<file path="config.mk">
export PLATFORM = sky130hd
export DESIGN_NAME = background_tile_fetcher
export DESIGN_NICKNAME = d
export VERILOG_FILES = /design/src/rtl/background_tile_fetcher.sv
export SDC_FILE = /design/constraint.sdc
export NUM_CORES = 1
export LEC_CHECK = 0
export ABC_CLOCK_PERIOD_IN_PS = 6560
export BUFFER_PORTS_ARGS = -buffer_cell sky130_fd_sc_hd__buf_2
export CORE_MARGIN = 2
export CORE_UTILIZATION = 40
export DETAILED_ROUTE_END_ITERATION = 8
export SLEW_MARGIN = 20
export SYNTH_ARGS = -nofsm -noshare
export SYNTH_HDL_FRONTEND = slang
export SYNTH_SLANG_ARGS = --single-unit
</file>
<file path="constraint.sdc">
create_clock -name clock -period 6.56 [get_ports clock]
set_input_delay 1.312 -clock clock [delete_from_list [all_inputs] [get_ports clock]]
set_output_delay 1.312 -clock clock [all_outputs]
set_load 0.02 [all_outputs]
</file>
<file path="src/rtl/background_tile_fetcher.sv">
// rtl/background_tile_fetcher.sv - per-tile NT/AT/pattern fetch cadence with staged tile output
// Optional dummy nametable reads at dots 337/339: define BG_FETCH_DUMMY_NT_EN.
module background_tile_fetcher #(
    parameter int FETCH_END_DOT  = 256,
    parameter int PRERENDER_LINE = 261
) (
    input  logic        clock,
    input  logic        reset,
    input  logic        clock_EN,
    input  logic        rendering_EN,
    input  logic [8:0]  cycle,
    input  logic [8:0]  scanline,
    input  logic [14:0] vramAddr,
    input  logic        patternTableSel,
    input  logic [7:0]  vramData,
    output logic [13:0] ppuAddr,
    output logic        readStrobe,
    output logic [1:0]  tileAttr,
    output logic [7:0]  tileLowByte,
    output logic [7:0]  tileHighByte,
    output logic        loadOut,
    output logic        incHoriz,
    output logic        incVert
);

    localparam logic [8:0] END_DOT  = FETCH_END_DOT[8:0];
    localparam logic [8:0] PRE_LINE = PRERENDER_LINE[8:0];

    logic [7:0]  nt_byte;
    logic [1:0]  at_bits;
    logic [7:0]  pt_low;
    logic [7:0]  pt_high;
    logic        tile_valid;
    logic        load_pending;
    logic [13:0] addr_hold;

    logic        fetch_line;
    logic        fetch_dot;
    logic        fetch_active;
    logic        dummy_nt;
    logic        issue;
    logic [2:0]  phase;
    logic [2:0]  at_shift;
    logic [13:0] addr_next;
    logic [13:0] nt_addr;

    assign fetch_line   = rendering_EN && ((scanline <= 9'd239) || (scanline == PRE_LINE));
    assign fetch_dot    = ((cycle >= 9'd1) && (cycle <= END_DOT)) ||
                          ((cycle >= 9'd321) && (cycle <= 9'd336));
    assign fetch_active = fetch_line && fetch_dot && !reset;
    // Low three bits of (cycle - 1) equal cycle[2:0] - 1 modulo 8.
    assign phase        = cycle[2:0] - 3'd1;
    assign at_shift     = {vramAddr[6], vramAddr[1], 1'b0};
    assign nt_addr      = {2'b10, vramAddr[11:0]};

`ifdef BG_FETCH_DUMMY_NT_EN
    assign dummy_nt = fetch_line && !reset && ((cycle == 9'd337) || (cycle == 9'd339));
`else
    assign dummy_nt = 1'b0;
`endif

    always_comb begin
        issue     = 1'b0;
        addr_next = addr_hold;
        if (fetch_active) begin
            case (phase)
                3'd0: begin
                    issue     = 1'b1;
                    addr_next = nt_addr;
                end
                3'd2: begin
                    issue     = 1'b1;
                    addr_next = {2'b10, vramAddr[11:10], 4'b1111, vramAddr[9:7], vramAddr[4:2]};
                end
                3'd4: begin
                    issue     = 1'b1;
                    addr_next = {1'b0, patternTableSel, nt_byte, 1'b0, vramAddr[14:12]};
                end
                3'd6: begin
                    issue     = 1'b1;
                    addr_next = {1'b0, patternTableSel, nt_byte, 1'b1, vramAddr[14:12]};
                end
                default: ;
            endcase
        end else if (dummy_nt) begin
            issue     = 1'b1;
            addr_next = nt_addr;
        end
    end

    assign readStrobe = issue;
    assign ppuAddr    = reset ? 14'h0000 : (issue ? addr_next : addr_hold);
    assign loadOut    = clock_EN && load_pending && !reset;
    assign incHoriz   = clock_EN && fetch_active && (phase == 3'd7);
    assign incVert    = clock_EN && fetch_active && (cycle == END_DOT);

    always_ff @(posedge clock) begin
        if (reset) begin
            nt_byte      <= 8'h00;
            at_bits      <= 2'b00;
            pt_low       <= 8'h00;
            pt_high      <= 8'h00;
            tile_valid   <= 1'b0;
            load_pending <= 1'b0;
            addr_hold    <= 14'h0000;
            tileAttr     <= 2'b00;
            tileLowByte  <= 8'h00;
            tileHighByte <= 8'h00;
        end else if (clock_EN) begin
            load_pending <= 1'b0;
            if (issue) begin
                addr_hold <= addr_next;
            end
            if (fetch_active) begin
                case (phase)
                    3'd0: tile_valid <= 1'b1;
                    3'd1: nt_byte    <= vramData;
                    3'd3: at_bits    <= vramData[at_shift +: 2];
                    3'd5: pt_low     <= vramData;
                    3'd7: begin
                        pt_high    <= vramData;
                        tile_valid <= 1'b0;
                        // The high plane arrives on this same edge, so it bypasses staging.
                        if (tile_valid) begin
                            tileAttr     <= at_bits;
                            tileLowByte  <= pt_low;
                            tileHighByte <= vramData;
                            load_pending <= 1'b1;
                        end
                    end
                    default: ;
                endcase
            end else begin
                tile_valid <= 1'b0;
            end
        end
    end

endmodule

</file>
==> run metrics <==
dominant cells by area after synthesis=dfxtp_1 (36%), mux2i_1 (18%), nand2b_1 (12%), mux2_2 (6.7%), nor2b_1 (2.9%); critical path capture point type=output port; Register-to-Register Path Depth=4; syn_nets=325; layout cells sized above 1=0.358; fin cells=about 450; Final WS setup=roughly 1300 ps; slew of the pin with the lowest slew margin=between 800 and 900 ps; overall routing resource usage=0.162; RSZ-0062 raised after global routing=false; CP Max Fanout=15; first-pass GRT wire length=9920 um; VDD IR-drop max=0.0772 mV; Via density=a little under 5; syn avg cell area=10.3 um^2; Critical Setup Path Class=in -> out; fraction of registers with async set/reset=0; Slew headroom=0.444; root buffer cell=clkbuf_8; Worst-path clk slew=about 90 ps; Layout Utilization=0.492; Worst Path Required=roughly 5300 ps; post-detail-place hpwl=~4500 um; DP Cell Count=~440; Pleak=0.00177 uW; area leader, netlist=dfxtp_1; hold buffers post-CTS=0; Clock Path Buffers=2; CTS buffer count=5; Final Critical Period=approximately 5200 ps; final setup vio count=0; Hold WC Path Type=reg -> reg; mapped cell area=2850 um^2; Area Growth Syn to Fin=17.9%; met2 usage=0.270; Yosys reg bits=52; Vias=approximately 2200; global route overflow=0; antenna violations before repair=0; DRT Wirelength=between 6000 and 7000 um; number of DRC markers in iteration 0=a little under 80; max-capacitance violation count=0; synth cell count leaders=nand2b_1 (54), dfxtp_1 (52), mux2i_1 (51); iteration count of the initial detailed-routing pass=4; top-count cell post-synth=nand2b_1; period utilization=0.800; outcome=complete, no violations; I/O pin count=82; post-synth cell types=42; Yosys warning count=0; # rows=30; EDFF count, synth=0; TNS Setup=0 ps; ANT nets after route=0; Die W=slightly below 90 um; Worst Hold Depth=2; clock tree sinks=52; Final Max Slew Viols=0; Routability Congestion=around 0.74; most used routing layer in global routing=met2; f_max=190 MHz; Post-CTS Setup Repair Bufs=0; Seq/Total Area, Yosys=0.365; Port Buffers=81; CTS tree=built; M1 GR Usage=0.214; largest net degree at the start of global routing=78; nets@finish=slightly below 400; met3 GRT Util=0.0354; # resized after CTS=0; FF-to-FF setup slack=5380 ps; drc violations=0; wire per inst=13.8 um; Initial Util=0.418; startpoint types=input pin; Die Ht=just under 90 um; top cell type's share of synthesized area=0.365; power density over cell area=174 nW/um^2; CP arrival=~3900 ps; Setup Skew=3.16 ps; Placement Setup Slack=between 1000 and 1500 ps; die area=7820 um^2; Post-synth top flop=dfxtp_1; Fin. Hold Viols=0; number of global-route vias before repair=around 2100; Mapped Cells=around 280; htree depth=2; total power=584 uW; Worst-Skew Late Latency=just over 300 ps; core area=6830 um^2; antenna cells=0
==> cell usage in the layout, fill, tap and decap left out, drive strengths merged, types with 2 or more instances in the layout <==
master,netlist,layout
a21o,4,4
a21oi,7,7
and3,2,2
buf,7,83
clkbuf,11,7
dfxtp,52,52
ha,2,2
inv,3,3
mux2,21,21
mux2i,51,51
mux4,2,2
nand2,3,3
nand2b,54,54
nand3,2,2
nand3b,2,2
nand4,6,6
nor2,12,12
nor2b,13,13
nor3,3,3
o22ai,4,4
or4,2,2
or4b,2,2
==> power breakdown <==
part           internal, uW  total [uW]  switching (uW)
registers               316         316           0.226
clock network          86.0         195             109
logic                  33.4        72.2            38.8
==> critical path: stages <==
cell,delay [ps]
buf_2,170
or4_1,640
mux2i_1,180
a221oi_2,730
nand3_4,370
mux2_2,370
buf_2,160
==> path summary, 6_finish.rpt <==
check,from,endpoint
hold / removal,tileLowByte[2],tileLowByte[2]
setup reg to reg,tile_valid,tileHighByte[4]
hold reg to reg,tileLowByte[2],tileLowByte[2]
setup / recovery,cycle[1],ppuAddr[10]
==> layer usage <==
layer	share of wire	vias up	wire length, um
met1	0.47	1007	2910
li1	-	1107	-
met2	0.46	52	2840
met4	0.0099	0	61
met3	0.053	7	328
met5	0	-	0
==> registers in the layout (all words and copies together) (netlist names) <==
signal,flops
tileAttr,2
at_bits,2
tileHighByte,8
nt_byte,8
addr_hold,14
tileLowByte,8
pt_low,8
load_pending,1
tile_valid,1
==> area by class of cell <==
class / count / area [um^2]
sequential: 52 / 1040
clock inverter: 1 / 7.51
multi-input combinational: 203 / 1680
timing repair buffer: 83 / 420
inverter: 3 / 11.3
fill: 684 / 3470
tap: 96 / 120
clock buffer: 7 / 86.3
==> stage by stage <==
step / hold slack [ps] / cell area (um^2)
global placement: 459 / 3270
CTS: 479 / 3360
global route: 501 / 3360
floorplan: 448 / 2850
finish: 477 / 3360
detailed placement: 463 / 3270
==> cells by family after synthesis <==
group	Yosys count	share of synthesized area
buf+inv	22	0.0478
simple gates	107	0.241
flops	52	0.365
compound gates	20	0.0544
fa+ha+maj	2	0.00877
mux	74	0.283
No activity file was read; power rests on OpenSTA's default activity.
